<file path="src/rtl/alu_issue_wb_if.sv">
// Handshake bundle for alu_issue_wb: issue, register load, ALU hookup, result.
// Status flag signals exist only when ALU_STATUS_FLAGS_EN is defined.
interface alu_issue_wb_if #(
    parameter int DATA_W = 32,
    parameter int ADDR_W = 3
);
    logic              in_valid;
    logic              in_ready;
    logic [2:0]        in_op;
    logic [ADDR_W-1:0] in_rd;
    logic [ADDR_W-1:0] in_rs1;
    logic [ADDR_W-1:0] in_rs2;
    logic              ld_valid;
    logic [ADDR_W-1:0] ld_addr;
    logic [DATA_W-1:0] ld_data;
    logic [2:0]        alu_op;
    logic [DATA_W-1:0] alu_a;
    logic [DATA_W-1:0] alu_b;
    logic [DATA_W-1:0] alu_y;
    logic              res_valid;
    logic              res_ready;
    logic [DATA_W-1:0] res_data;
    logic [ADDR_W-1:0] res_rd;
`ifdef ALU_STATUS_FLAGS_EN
    logic              res_zero;
    logic              res_neg;
`endif

    modport master (
        output in_valid, in_op, in_rd, in_rs1, in_rs2,
        output ld_valid, ld_addr, ld_data,
        output alu_y, res_ready,
        input  in_ready, alu_op, alu_a, alu_b,
`ifdef ALU_STATUS_FLAGS_EN
        input  res_zero, res_neg,
`endif
        input  res_valid, res_data, res_rd
    );

    modport slave (
        input  in_valid, in_op, in_rd, in_rs1, in_rs2,
        input  ld_valid, ld_addr, ld_data,
        input  alu_y, res_ready,
        output in_ready, alu_op, alu_a, alu_b,
`ifdef ALU_STATUS_FLAGS_EN
        output res_zero, res_neg,
`endif
        output res_valid, res_data, res_rd
    );
endinterface

</file>
<file path="src/rtl/alu_issue_wb.sv">
// Non-pipelined issue/writeback stage around an external combinational ALU.
// Optional ALU_STATUS_FLAGS_EN adds registered res_zero/res_neg outputs.
module alu_issue_wb #(
    parameter int DATA_W = 32,
    parameter int ADDR_W = 3
) (
    input  logic          clk,
    input  logic          rst_n,
    alu_issue_wb_if.slave bus
);
    localparam int NREG = 1 << ADDR_W;

    localparam logic [1:0] IDLE = 2'd0;
    localparam logic [1:0] EXEC = 2'd1;
    localparam logic [1:0] DONE = 2'd2;

    logic [1:0]        state_q, state_d;
    logic [DATA_W-1:0] rf_q [NREG];
    logic [2:0]        alu_op_q, alu_op_d;
    logic [DATA_W-1:0] alu_a_q, alu_a_d;
    logic [DATA_W-1:0] alu_b_q, alu_b_d;
    logic [DATA_W-1:0] res_data_q, res_data_d;
    logic [ADDR_W-1:0] res_rd_q, res_rd_d;
    logic              res_valid_q, res_valid_d;
`ifdef ALU_STATUS_FLAGS_EN
    logic              zero_q, zero_d;
    logic              neg_q, neg_d;
`endif

    logic              rf_we;
    logic [ADDR_W-1:0] rf_waddr;
    logic [DATA_W-1:0] rf_wdata;
    logic [DATA_W-1:0] rs1_val, rs2_val;

    assign rs1_val = (bus.in_rs1 == '0) ? '0 : rf_q[bus.in_rs1];
    assign rs2_val = (bus.in_rs2 == '0) ? '0 : rf_q[bus.in_rs2];

    always_comb begin
        state_d     = state_q;
        alu_op_d    = alu_op_q;
        alu_a_d     = alu_a_q;
        alu_b_d     = alu_b_q;
        res_data_d  = res_data_q;
        res_rd_d    = res_rd_q;
        res_valid_d = res_valid_q;
`ifdef ALU_STATUS_FLAGS_EN
        zero_d      = zero_q;
        neg_d       = neg_q;
`endif
        rf_we       = 1'b0;
        rf_waddr    = bus.ld_addr;
        rf_wdata    = bus.ld_data;
        unique case (state_q)
            IDLE: begin
                if (bus.ld_valid) begin
                    rf_we = 1'b1;
                end else if (bus.in_valid) begin
                    alu_op_d = bus.in_op;
                    alu_a_d  = rs1_val;
                    alu_b_d  = rs2_val;
                    res_rd_d = bus.in_rd;
                    state_d  = EXEC;
                end
            end
            EXEC: begin
                res_data_d  = bus.alu_y;
                rf_we       = 1'b1;
                rf_waddr    = res_rd_q;
                rf_wdata    = bus.alu_y;
                res_valid_d = 1'b1;
`ifdef ALU_STATUS_FLAGS_EN
                zero_d      = (bus.alu_y == '0);
                neg_d       = bus.alu_y[DATA_W-1];
`endif
                state_d     = DONE;
            end
            DONE: begin
                if (bus.res_ready) begin
                    res_valid_d = 1'b0;
                    state_d     = IDLE;
                end
            end
            default: state_d = IDLE;
        endcase
    end

    always_ff @(posedge clk) begin
        if (!rst_n) begin
            state_q     <= IDLE;
            alu_op_q    <= '0;
            alu_a_q     <= '0;
            alu_b_q     <= '0;
            res_data_q  <= '0;
            res_rd_q    <= '0;
            res_valid_q <= 1'b0;
`ifdef ALU_STATUS_FLAGS_EN
            zero_q      <= 1'b0;
            neg_q       <= 1'b0;
`endif
            for (int i = 0; i < NREG; i++) rf_q[i] <= '0;
        end else begin
            state_q     <= state_d;
            alu_op_q    <= alu_op_d;
            alu_a_q     <= alu_a_d;
            alu_b_q     <= alu_b_d;
            res_data_q  <= res_data_d;
            res_rd_q    <= res_rd_d;
            res_valid_q <= res_valid_d;
`ifdef ALU_STATUS_FLAGS_EN
            zero_q      <= zero_d;
            neg_q       <= neg_d;
`endif
            // r0 is hardwired to zero, so its writes are dropped here
            if (rf_we && rf_waddr != '0) rf_q[rf_waddr] <= rf_wdata;
        end
    end

    assign bus.in_ready  = (state_q == IDLE) && !bus.ld_valid;
    assign bus.alu_op    = alu_op_q;
    assign bus.alu_a     = alu_a_q;
    assign bus.alu_b     = alu_b_q;
    assign bus.res_data  = res_data_q;
    assign bus.res_rd    = res_rd_q;
    assign bus.res_valid = res_valid_q;
`ifdef ALU_STATUS_FLAGS_EN
    assign bus.res_zero  = zero_q;
    assign bus.res_neg   = neg_q;
`endif
endmodule

</file>
<file path="src/flat_wrapper.sv">
// flat-port wrapper written by rule: the top's interface ports become plain ports
module alu_issue_wb_flat 
#(
    parameter int DATA_W = 32,
    parameter int ADDR_W = 3
)
  (clk, rst_n, bus_in_valid, bus_in_op, bus_in_rd, bus_in_rs1, bus_in_rs2, bus_ld_valid, bus_ld_addr, bus_ld_data, bus_alu_y, bus_res_ready, bus_in_ready, bus_alu_op, bus_alu_a, bus_alu_b, bus_res_valid, bus_res_data, bus_res_rd);
  alu_issue_wb_if #(.DATA_W(DATA_W), .ADDR_W(ADDR_W)) bus_i ();
  input  logic clk;
  input  logic rst_n;
  input wire logic [$bits(bus_i.in_valid)-1:0] bus_in_valid;
  input wire logic [$bits(bus_i.in_op)-1:0] bus_in_op;
  input wire logic [$bits(bus_i.in_rd)-1:0] bus_in_rd;
  input wire logic [$bits(bus_i.in_rs1)-1:0] bus_in_rs1;
  input wire logic [$bits(bus_i.in_rs2)-1:0] bus_in_rs2;
  input wire logic [$bits(bus_i.ld_valid)-1:0] bus_ld_valid;
  input wire logic [$bits(bus_i.ld_addr)-1:0] bus_ld_addr;
  input wire logic [$bits(bus_i.ld_data)-1:0] bus_ld_data;
  input wire logic [$bits(bus_i.alu_y)-1:0] bus_alu_y;
  input wire logic [$bits(bus_i.res_ready)-1:0] bus_res_ready;
  output wire logic [$bits(bus_i.in_ready)-1:0] bus_in_ready;
  output wire logic [$bits(bus_i.alu_op)-1:0] bus_alu_op;
  output wire logic [$bits(bus_i.alu_a)-1:0] bus_alu_a;
  output wire logic [$bits(bus_i.alu_b)-1:0] bus_alu_b;
  output wire logic [$bits(bus_i.res_valid)-1:0] bus_res_valid;
  output wire logic [$bits(bus_i.res_data)-1:0] bus_res_data;
  output wire logic [$bits(bus_i.res_rd)-1:0] bus_res_rd;
  assign bus_i.in_valid = bus_in_valid;
  assign bus_i.in_op = bus_in_op;
  assign bus_i.in_rd = bus_in_rd;
  assign bus_i.in_rs1 = bus_in_rs1;
  assign bus_i.in_rs2 = bus_in_rs2;
  assign bus_i.ld_valid = bus_ld_valid;
  assign bus_i.ld_addr = bus_ld_addr;
  assign bus_i.ld_data = bus_ld_data;
  assign bus_i.alu_y = bus_alu_y;
  assign bus_i.res_ready = bus_res_ready;
  assign bus_in_ready = bus_i.in_ready;
  assign bus_alu_op = bus_i.alu_op;
  assign bus_alu_a = bus_i.alu_a;
  assign bus_alu_b = bus_i.alu_b;
  assign bus_res_valid = bus_i.res_valid;
  assign bus_res_data = bus_i.res_data;
  assign bus_res_rd = bus_i.res_rd;
  alu_issue_wb #(.DATA_W(DATA_W), .ADDR_W(ADDR_W)) u_core (.clk(clk), .rst_n(rst_n), .bus(bus_i));
endmodule
</file>
<file path="config.mk">
export PLATFORM = sky130hd
export DESIGN_NAME = alu_issue_wb_flat
export DESIGN_NICKNAME = d
export VERILOG_FILES = /design/src/rtl/alu_issue_wb_if.sv /design/src/rtl/alu_issue_wb.sv /design/src/flat_wrapper.sv
export SDC_FILE = /design/constraint.sdc
export NUM_CORES = 1
export LEC_CHECK = 0
export ABC_CLOCK_PERIOD_IN_PS = 13460
export BUFFER_PORTS_ARGS = -buffer_cell sky130_fd_sc_hd__buf_4
export CORE_MARGIN = 3
export CORE_UTILIZATION = 55
export CTS_BUF_LIST = sky130_fd_sc_hd__clkbuf_2
export DETAILED_ROUTE_END_ITERATION = 8
export PLACE_DENSITY = 0.82
export SYNTH_ARGS = -nofsm -noshare
export SYNTH_HDL_FRONTEND = slang
export SYNTH_SLANG_ARGS = --single-unit
</file>
<file path="constraint.sdc">
create_clock -name clk -period 13.46 [get_ports clk]
set_input_delay 2.019 -clock clk [delete_from_list [all_inputs] [get_ports clk]]
set_output_delay 2.019 -clock clk [all_outputs]
set_load 0.005 [all_outputs]
</file>
Word level (Yosys, flattened, before mapping)
Memories as Yosys holds them, arrays and structs flattened.
Index checks and enable logic that the tools add are counted.
W data, S select, Z words.
- register bits after elaboration: 105
- memory bits (writable): 256
- output and inout bits: 104
- memories kept: 1
- equality and inequality tests: 5
- muxes and demuxes: 19
- bitwise gates (word level): 1
- reductions and logical operators: 12
- memories (name ; depth ; bits a word ; read ports ; clocked after Yosys merged registers in ; write ports ; RTL line ; source):
    u_core.rf_q ; 8 ; 32 ; 2 ; 0 ; 8 ; alu_issue_wb.sv:18 ; logic [DATA_W-1:0] rf_q [NREG];
- operator list (cell ; number):
    $mux W32 ; 4
    $reduce_or A32 Y1 ; 1
    $mux W1 ; 7
    $logic_not A3 Y1 ; 2
    $mux W2 ; 3
    $mux W3 ; 2
    $ne A2 B2 Y1 const B ; 3
    $pmux W2 S3 ; 1
    $reduce_and A3 Y1 ; 2
    $pmux W1 S2 ; 2
    $reduce_bool A3 Y1 ; 1
    $eq A2 B1 Y1 const B ; 1
    $eq A2 B2 Y1 const B ; 1
    $logic_and A1 B1 Y1 ; 2
    $logic_not A2 Y1 ; 1
    $reduce_and A2 Y1 ; 1
    $reduce_bool A2 Y1 ; 1
    $logic_not A1 Y1 ; 1
    $not A1 Y1 ; 1

Logic depth before layout (Yosys ltp)
Gate-level depths: netlist of run 1.
- depth in word-level cells: 9
- mapped depth: 7
- depth with buffers taken out: 3

Worst setup path before layout of run 1
Ideal clock, no wire load.
- path kind: input to register
- start: in rst_n
- end: mem u_core.rf_q[1][0], enable pin
- setup time: 0.466 ns
- arrival: 5.213 ns
- path slack: 7.781 ns
- cell stages on the path: 6
- buffers on the path: 3
- cell sequence: buf_2 -> clkinv_1 -> a211o_1 -> clkbuf_1 -> clkbuf_1 -> o21ai_0
- RTL lines (item ; RTL line ; source):
    from (decl) ; flat_wrapper.sv:10 ; input logic rst_n;
    to (decl) ; alu_issue_wb.sv:18 ;

Worst setup path after layout of run 1
- start: in bus_ld_valid
- end: out bus_in_ready
- word-level cells in the longest chain between the ends: 2
- ends and longest elaborated chain (item ; RTL line ; source):
    from (decl) ; flat_wrapper.sv:16 ; input wire logic [$bits(bus_i.ld_valid)-1:0] bus_ld_valid;
    $logic_not A1 Y1 ; alu_issue_wb.sv:118 ; assign bus.in_ready = (state_q == IDLE) && !bus.ld_valid;
    $logic_and A1 B1 Y1 ; alu_issue_wb.sv:118 ;
    to (decl) ; flat_wrapper.sv:21 ; output wire logic [$bits(bus_i.in_ready)-1:0] bus_in_ready;
No other way between the ends.

==> flow_metrics.tcl, run 1 <==
set metrics [dict create \
    worst-path-max-fanout 5 \
    root_buffer "clkbuf_2" \
    grt_usage_pct 28.5 \
    pwr-share-comb_pct 13.8 \
    num_vias 12700 \
    worstHoldStart "u_core.bus.res_data[4]" \
    fin_crit_ns 4.46 \
    start_util_pct 56.4 \
    cts.sinks 329 \
    cpPeakStageDelay_ns 0.14 \
    nets 1607 \
    finalSetupTns_ns 0 \
    antenna_found_initial 1 \
    final_common_cell "edfxtp_1" \
    clk_pin_slew_worst_paths_ns 0.09 \
    dr.pass1.iters 6 \
    required_ns 11.44 \
    yosys_warnings 0 \
    critPathSlowestCell "nor3_1" \
    syn_to_final_growth_pct 14.3 \
    drt_iter0_drc 1428 \
    grt_max_degree 72 \
    path_cells "buf_4, nor3_1, buf_4" \
    die-area_um2 30800 \
    htree_levels 3 \
    p_int_mw 1.48 \
    worst_pin_slew_ns 1.26 \
    ys_ff_latch 329 \
    p_sw_share_pct 28.9 \
    fin_area_um2 18000 \
    r2r-end "u_core.rf_q[4][29]" \
    syn_area_um2 15800 \
    viasPerCell 6.46 \
    routedWlPerCell_um 22.9 \
    die_y_um 175 \
    synthDistinctLibCells 35 \
    port_buffers 187 \
    antenna_left 0 \
    status "finished clean" \
    timing.slew.headroom_pct 16.0 \
    min_path_cells 2 \
    pwr-share-clk_pct 30.8 \
    clock_latency_ns 0.85 \
    dpl.hpwl_um 26800 \
    powerDensity_nw_per_um2 116 \
    start_kind "input pin" \
    crit_type "input pin to output port" \
    crit_path_frequent_cell "buf_4" \
    slew_violations 0 \
    drc_errors 0 \
    finalWeightedCongestion 0.847 \
    postSynthAreaPerCell_um2 11.4 \
    finalHoldViolCount 0 \
    worstSetupEndpointType "output port" \
    cts_resized 0 \
    hp-class "flop to flop" \
    io_pins 188 \
    fmax_ghz 0.224 \
    wl_um 45000 \
    syn_nets 1465 \
    overflow 0 \
    p_leak_nw 6.97 \
    whs_ns 0.458 \
    setup-violations-final 0 \
    ir_drop_uv 65.0 \
    drive_gt1_share_pct 27.6 \
    r2r-start "u_core.state_q[1]" \
    p_sw_mw 0.603 \
    final_cell_mix "edfxtp_1 (224), nor3_1 (215), buf_4 (209)" \
    arrival_ns 2.44 \
    cts_tree "yes" \
    core_area_um2 28000 \
    post_cts_buffers 0 \
    grt_first_pass_wirelength_um 69100 \
    placed_area_um2 17300 \
    seqPwrFrac_pct 55.3 \
    first_global_vias 12600 \
    reg2reg_slack_ns 9.80 \
    fp.dieW_um 175 \
    cts_buffers 82 \
    synth_seq_area_share_pct 55.9 \
    synth_cells 1381 \
    rr_worst_depth 5 \
    hold_path_end "u_core.bus.res_data[4]" \
    ctsHoldBuffers 0 \
    cts_buffer_depth 3 \
    maxCapViolations 0 \
    rows 61 \
    final.setup_skew_ns 0.0402 \
    rsz0062_at_grt "false" \
    min_period_over_period_pct 33.1 \
]
-- per-stage QoR --
stage	cells	worst slack (ns)	utilization, %	power, mW
after floorplan	1381	7.78	-	1.34
after global placement	1817	8.91	61.9	1.45
after detailed placement	1817	8.94	61.9	1.46
after CTS	1965	9.00	64.4	2.09
after global routing	1966	8.95	64.4	2.17
final	1966	9.00	64.4	2.09
-- cell families (layout without fill, tap and decap cells) --
kind of cell	count (synthesis)	in the layout	synth area share, %
AND/OR/NAND/NOR	348	348	11.1
buffers and inverters	155	361	4.38
flip-flops	329	329	55.9
other	0	1	0
multiplexers	226	226	15.0
AO/OA/AOI/OAI	323	323	13.6
-- cells in the mapped netlist, drive strengths merged --
library cell,instances,area (µm²)
mux4,2,45.0
nand2b,4,25.0
a221oi,22,193
dfxtp,105,2100
nor4b,2,32.5
a211o,42,368
o22a,40,350
clkbuf,80,300
a21oi,81,405
nand3b,2,15.0
a31oi,44,275
nor3,225,1180
nand2,82,308
mux2i,158,1580
o31ai,22,165
buf,71,377
or4b,1,10.0
edfxtp,224,6730
o22ai,22,138
inv,3,11.3
o21ai,50,250
or3b,2,17.5
nor2b,4,25.0
and4b,1,10.0
clkinv,1,3.75
nor2,1,3.75
nor4bb,2,20.0
nand3,22,110
mux2,66,743
-- registers in the layout (all words and copies together) (netlist names) --
register / flops
u_core.bus.alu_op: 3
u_core.bus.alu_b: 32
u_core.bus.res_data: 32
u_core.bus.res_rd: 3
u_core.bus.alu_a: 32
u_core.bus.res_valid: 1
u_core.state_q: 2
u_core.rf_q: 224
-- metal layers --
metal  part of all wire, %  up-vias  GRT usage (%)
met5                     0        -              0
met2                    46      860           44.5
met1                    39     6085           38.1
li1                      -     5648              -
met4                   3.2        0           11.8
met3                    12      114           7.50
-- worst max path at each step --
stage                 start                end  slack (ns)  cells after the start
2_1_floorplan         rst_n  u_core.rf_q[1][0]        7.78                      6
3_3_place_gp   bus_ld_valid  u_core.rf_q[6][6]        8.91                      4
3_5_place_dp   bus_ld_valid  u_core.rf_q[4][9]        8.94                      5
4_1_cts        bus_ld_valid       bus_in_ready        9.00                      3
5_1_grt        bus_ld_valid       bus_in_ready        8.95                      3
6_report       bus_ld_valid       bus_in_ready        9.00                      3
-- layout make-up --
cell class / count / area (µm²)
fillers: 2210 / 9970
flip-flops and latches: 329 / 8830
multi-input cells: 897 / 6440
repair buffers: 209 / 1570
clock buffers: 128 / 641
well taps: 378 / 473
clock inverters: 20 / 75.1
inverters: 4 / 15.0
diodes: 1 / 2.50
-- power by group through the flow --
stage	Sequential (mW)	Combinational (mW)	Clock, mW
2_1_floorplan	1.17	0.173	0
3_3_place_gp	1.17	0.277	0
4_1_cts	1.15	0.285	0.650
5_1_grt	1.16	0.307	0.706
6_report	1.15	0.288	0.644
3_5_place_dp	1.18	0.284	0
-- critical path, delay by kind of cell --
family                 cells  cell delay [ns]
buffers and inverters      2             0.27
and+or+nand+nor            1             0.14
Note: power is estimated with default switching activity, not from simulation.
==> inputs of run 2 (changes only) <==
--- a/config.mk
+++ b/config.mk
@@ -5,13 +5,14 @@
 export SDC_FILE = /design/constraint.sdc
 export NUM_CORES = 1
 export LEC_CHECK = 0
-export ABC_CLOCK_PERIOD_IN_PS = 13460
+export ABC_AREA = 1
+export ABC_CLOCK_PERIOD_IN_PS = 4100
 export BUFFER_PORTS_ARGS = -buffer_cell sky130_fd_sc_hd__buf_4
 export CORE_MARGIN = 3
 export CORE_UTILIZATION = 55
 export CTS_BUF_LIST = sky130_fd_sc_hd__clkbuf_2
 export DETAILED_ROUTE_END_ITERATION = 8
-export PLACE_DENSITY = 0.82
+export PLACE_DENSITY = 0.85
 export SYNTH_ARGS = -nofsm -noshare
 export SYNTH_HDL_FRONTEND = slang
 export SYNTH_SLANG_ARGS = --single-unit
==> constraint.sdc (replaced) <==
create_clock -name clk -period 4.1 [get_ports clk]
set_input_delay 0.615 -clock clk [delete_from_list [all_inputs] [get_ports clk]]
set_output_delay 0.615 -clock clk [all_outputs]
set_load 0.005 [all_outputs]
==> flow_metrics.tcl, run 2 <==
set metrics [dict create \
    status "finished clean" \
    rows 62 \
    clk_pin_slew_worst_paths_ns 0.12 \
    endpoint "u_core.rf_q[4][4]" \
    synth_seq_area_share_pct 54.1 \
    grt_usage_pct 30.0 \
    postSynthAreaPerCell_um2 7.58 \
    syn_nets 2239 \
    r2r-start "u_core.state_q[0]" \
    powerDensity_nw_per_um2 374 \
    fin_crit_ns 2.67 \
    first_global_vias 14500 \
    dr.pass1.iters 8 \
    yosys_warnings 0 \
    cts_tree "yes" \
    synth_cells 2155 \
    drc_errors 0 \
    whs_ns 0.0503 \
    ys_top_cells_by_count "nand2_1 (794), nor2_1 (389), edfxtp_1 (224)" \
    start_kind "flop" \
    antenna_left 0 \
    overflow 0 \
    synth_flop_cell "edfxtp_1" \
    hp-class "input pin to flop" \
    multi_input_area_um2 6130 \
    finalSetupTns_ns 0 \
    yosys.area.top_type_share_pct 41.2 \
    cts.sinks 329 \
    viasPerCell 5.53 \
    worstSetupEndpointType "flop" \
    r2r-end "u_core.rf_q[4][4]" \
    core_area_um2 29000 \
    largest_reg_flops 224 \
    ys_async_sr_fraction_pct 0 \
    required_ns 4.61 \
    grt_first_pass_wirelength_um 74800 \
    die_y_um 178 \
    worstHoldStart "bus_in_rd[2]" \
    final_cell_mix "nand2_1 (794), nor2_1 (385), edfxtp_1 (224)" \
    synthDistinctLibCells 22 \
    port_buffers 187 \
    ys_ff_latch 329 \
    setup-violations-final 0 \
    wl_um 48300 \
    worst-path-max-fanout 33 \
    htree_levels 3 \
    drt_iter0_drc 2138 \
    rsz0062_at_grt "false" \
    io_pins 188 \
    instances_no_fill 2810 \
    clock_latency_ns 0.88 \
    arrival_ns 3.19 \
    maxCapViolations 0 \
    fmax_ghz 0.374 \
    start_util_pct 56.3 \
    final.setup_skew_ns 0.0767 \
    p_leak_nw 9.05 \
    syn_area_um2 16300 \
    cts_buffer_depth 3 \
    ir_drop_uv 278 \
    crit_type "flop to flop" \
    dpl.cell_count 2630 \
    largest_register "u_core.rf_q" \
    worst_pin_slew_ns 1.27 \
    synth_edf_count 224 \
    slew_violations 0 \
    cts_buffers 83 \
    nets 2439 \
    synth.most_common_cell "nand2_1" \
    finalWeightedCongestion 0.880 \
    die-area_um2 31800 \
    min_period_over_period_pct 65.1 \
    finalHoldViolCount 0 \
    syn_to_final_growth_pct 15.5 \
    num_vias 15500 \
    timing.slew.headroom_pct 15.0 \
    rr_worst_depth 8 \
    crit_path_start "u_core.state_q[0]" \
    regArea_um2 8830 \
    yosysTopAreaCell "edfxtp_1" \
    root_buffer "clkbuf_2" \
    final_common_cell "nand2_1" \
    dpl.hpwl_um 31800 \
    fp.dieW_um 178 \
    antenna_found_initial 1 \
    grt_max_degree 91 \
    reg2reg_slack_ns 1.43 \
    fillCellCount 2372 \
    yosys-top-cells-area "edfxtp_1 (41%), nand2_1 (18%), dfxtp_1 (13%)" \
    routedWlPerCell_um 17.2 \
    drive_gt1_share_pct 15.5 \
]
run 2: changes by cell type after synthesis, sizes merged, moves of 42 or more:
cell,delta
inv,+196
nor3,-225
a31oi,-44
nand3,+128
nand2,+718
mux2,-66
mux2i,-158
a211o,-42
nor2,+395
run 2: power by group:
part / leakage, nW / switching [mW] / total [mW] / internal (mW)
clock network: 0.606 / 1.35 / 2.28 / 0.933
logic: 5.24 / 0.652 / 0.973 / 0.321
registers: 3.20 / 0.0917 / 3.80 / 3.71
run 2: cells by family (layout without fill, tap and decap cells):
family | count (synthesis) | count (layout) | synth area share [%]
simple gates | 1346 | 1346 | 32.4
flops | 329 | 329 | 54.1
buf+inv | 327 | 597 | 8.46
compound gates | 153 | 153 | 5.10
other cells | 0 | 1 | 0
run 2: critical path, stage by stage (launching register included):
cell	delay, ns
dfxtp_1	0.43
inv_2	0.06
nor2_2	0.26
o21ai_0	0.18
nor2_2	0.27
nand2_2	0.07
buf_4	0.26
nand2_1	0.36
buf_4	0.42
run 2: stage by stage:
stage	utilization (%)	cell area, µm²	setup WS (ns)	total power [mW]
3_3_place_gp	61.4	17800	1.10	4.76
2_1_floorplan	-	16300	1.70	4.40
3_5_place_dp	61.4	17800	0.998	4.80
6_report	65.0	18900	1.43	7.06
4_1_cts	65.0	18900	1.53	7.04
5_1_grt	65.0	18900	1.36	7.36
run 2: cell type report:
cell class / instances / share of cell area (%)
flip-flops and latches: 329 / 46.8
multi-input cells: 1499 / 32.5
repair buffers: 242 / 9.95
inverters: 200 / 3.98
clock buffers: 123 / 3.26
well taps: 384 / 2.55
clock inverters: 32 / 0.949
diodes: 1 / 0.0133
run 2: worst min-delay path by stage:
stage	to	slack [ns]	cells after the start
2_1_floorplan	u_core.bus.alu_a[2]	0.45	2
3_3_place_gp	u_core.bus.alu_a[29]	0.44	2
3_5_place_dp	u_core.bus.alu_b[25]	0.44	2
4_1_cts	u_core.bus.res_rd[2]	0.001	3
5_1_grt	u_core.bus.res_data[7]	0.01	3
6_report	u_core.bus.res_rd[2]	0.05	3
run 2: per-layer routing:
layer / part of all wire [%] / up-vias / track usage, %
met5: 0 / - / 0
met4: 2.2 / 0 / 9.38
met3: 15 / 111 / 8.05
met2: 44 / 1126 / 45.0
met1: 39 / 7073 / 42.7
li1: - / 7220 / -
run 2: repair_timing:
action | CTS | global route
endpoints found under the hold margin | 25 | 0
hold buffers | 24 | 0
setup buffers | 0 | 0
gates resized for setup | 0 | 0
==> inputs of run 3 (changes only) <==
--- a/config.mk
+++ b/config.mk
@@ -5,14 +5,14 @@
 export SDC_FILE = /design/constraint.sdc
 export NUM_CORES = 1
 export LEC_CHECK = 0
-export ABC_AREA = 1
-export ABC_CLOCK_PERIOD_IN_PS = 4100
+export ABC_AREA = 0
+export ABC_CLOCK_PERIOD_IN_PS = 2700
 export BUFFER_PORTS_ARGS = -buffer_cell sky130_fd_sc_hd__buf_4
 export CORE_MARGIN = 3
 export CORE_UTILIZATION = 55
 export CTS_BUF_LIST = sky130_fd_sc_hd__clkbuf_2
 export DETAILED_ROUTE_END_ITERATION = 8
-export PLACE_DENSITY = 0.85
+export PLACE_DENSITY = 0.82
 export SYNTH_ARGS = -nofsm -noshare
 export SYNTH_HDL_FRONTEND = slang
 export SYNTH_SLANG_ARGS = --single-unit
==> constraint.sdc (replaced) <==
create_clock -name clk -period 2.7 [get_ports clk]
set_input_delay 0.405 -clock clk [delete_from_list [all_inputs] [get_ports clk]]
set_output_delay 0.405 -clock clk [all_outputs]
set_load 0.005 [all_outputs]
==> flow_metrics.tcl, run 3 (synthesis gave the netlist of run 1 again) <==
set metrics [dict create \
    grt_use_met2_pct 49.4 \
    powerDensity_nw_per_um2 578 \
    cts_resized 0 \
    whs_ns 0.0569 \
    dr.pass1.iters 6 \
    p_leak_nw 7.55 \
    num_vias 13300 \
    fin_crit_ns 2.39 \
    worst_pin_slew_ns 1.10 \
    setup-violations-final 0 \
    grt_max_degree 77 \
    io_pins 188 \
    cts.sinks 329 \
    final_common_cell "buf_4" \
    timing.slew.headroom_pct 26.2 \
    ctsHoldBuffers 48 \
    fillCellCount 1989 \
    drt_iter0_drc 1589 \
    start_util_pct 56.4 \
    dpl.hpwl_um 28600 \
    antenna_found_initial 1 \
    fp.dieW_um 175 \
    port_buffers 187 \
    grt_usage_pct 30.6 \
    crit_type "flop to flop" \
    routedWlPerCell_um 23.2 \
    finalHoldViolCount 0 \
    required_ns 3.29 \
    drive_gt1_share_pct 29.8 \
    core_area_um2 28000 \
    worst-path-max-fanout 39 \
    htree_levels 3 \
    antenna_left 0 \
    grt_busiest_layer "met2" \
    grtUsageMet3_pct 8.32 \
    start_kind "flop" \
    syn_to_final_growth_pct 21.8 \
    min_period_over_period_pct 88.7 \
    clock_latency_ns 0.90 \
    final_cell_mix "buf_4 (258), edfxtp_1 (224), nor3_1 (215)" \
    fmax_ghz 0.418 \
    arrival_ns 2.98 \
    clk_pin_slew_worst_paths_ns 0.11 \
    rsz0062_at_grt "false" \
    maxCapViolations 0 \
    rows 61 \
    largest_reg_flops 224 \
    grt_first_pass_wirelength_um 73500 \
    slew_violations 0 \
    die_y_um 175 \
    post_cts_buffers 0 \
    hp-class "input pin to flop" \
    overflow 0 \
    root_buffer "clkbuf_2" \
    first_global_vias 13300 \
    die-area_um2 30800 \
    ir_drop_uv 339 \
    power_mw 11.1 \
    worstSetupEndpointType "flop" \
    status "finished clean" \
    cts_buffer_depth 3 \
    use_met1_pct 38.8 \
    wl_um 48100 \
    drc_errors 0 \
    largest_register "u_core.rf_q" \
    reg2reg_slack_ns 0.31 \
    cts_tree "yes" \
    final.setup_skew_ns 0.0814 \
    cts_buffers 79 \
    nets 1711 \
    viasPerCell 6.42 \
    finalWeightedCongestion 0.861 \
]
## run 3: cell count changes in the layout (fill, tap and decap cells not counted), sizes merged, moves of 42 or more
cell,change
a211o,+42
a31oi,+44
buf,+50
inv,-198
mux2,+66
mux2i,+158
nand2,-718
nand3,-128
nor2,-395
nor3,+225
## run 3: path summary, 6_finish.rpt
kind | cells after the start | startpoint | endpoint
max | 5 | u_core.state_q[1] | u_core.rf_q[4][28]
min reg2reg | 2 | u_core.bus.res_data[6] | u_core.bus.res_data[6]
max reg2reg | 5 | u_core.state_q[1] | u_core.rf_q[4][28]
min | 4 | bus_ld_data[27] | u_core.rf_q[6][27]
## run 3: metrics by stage
stage	setup slack (ns)	setup TNS, ns	utilization (%)	cells	instance area (µm²)
after floorplan	-0.500	-63.90	-	1381	15800
after global placement	0.339	0	63.9	1876	17900
after detailed placement	0.287	0	63.9	1876	17900
after CTS	0.312	0	68.6	2072	19200
after global routing	0.136	0	68.6	2073	19200
final	0.306	0	68.6	2073	19200
## run 3: cell type report
class	instances	area, µm²	area share, %
Antenna cell	1	2.50	0.0130
Multi-Input combinational cell	897	6430	33.5
Timing Repair Buffer	316	2620	13.6
Clock buffer	130	651	3.38
Tap cell	378	473	2.46
Inverter	4	15.0	0.0781
Sequential cell	329	8830	45.9
Clock inverter	18	205	1.07
## run 3: report_power, final
part / switching, mW / internal (mW) / total, mW
Sequential: 0.149 / 5.61 / 5.76
Combinational: 0.942 / 0.673 / 1.62
Clock: 2.00 / 1.74 / 3.74
Total: 3.09 / 8.02 / 11.1
## run 3: critical path, cell delays in order (launching register included)
cell and delay [ns]:
dfxtp_1 0.65, nand2b_4 0.36, buf_4 0.47, mux2i_1 0.38, buf_4 0.22, nor3_1 0.05
## run 3: routing by layer
metal  up-vias  share of wire [%]
met5         -                  0
met4         0                3.6
met3       146                 13
met2       981                 47
met1      6317                 37
li1       5861                  -
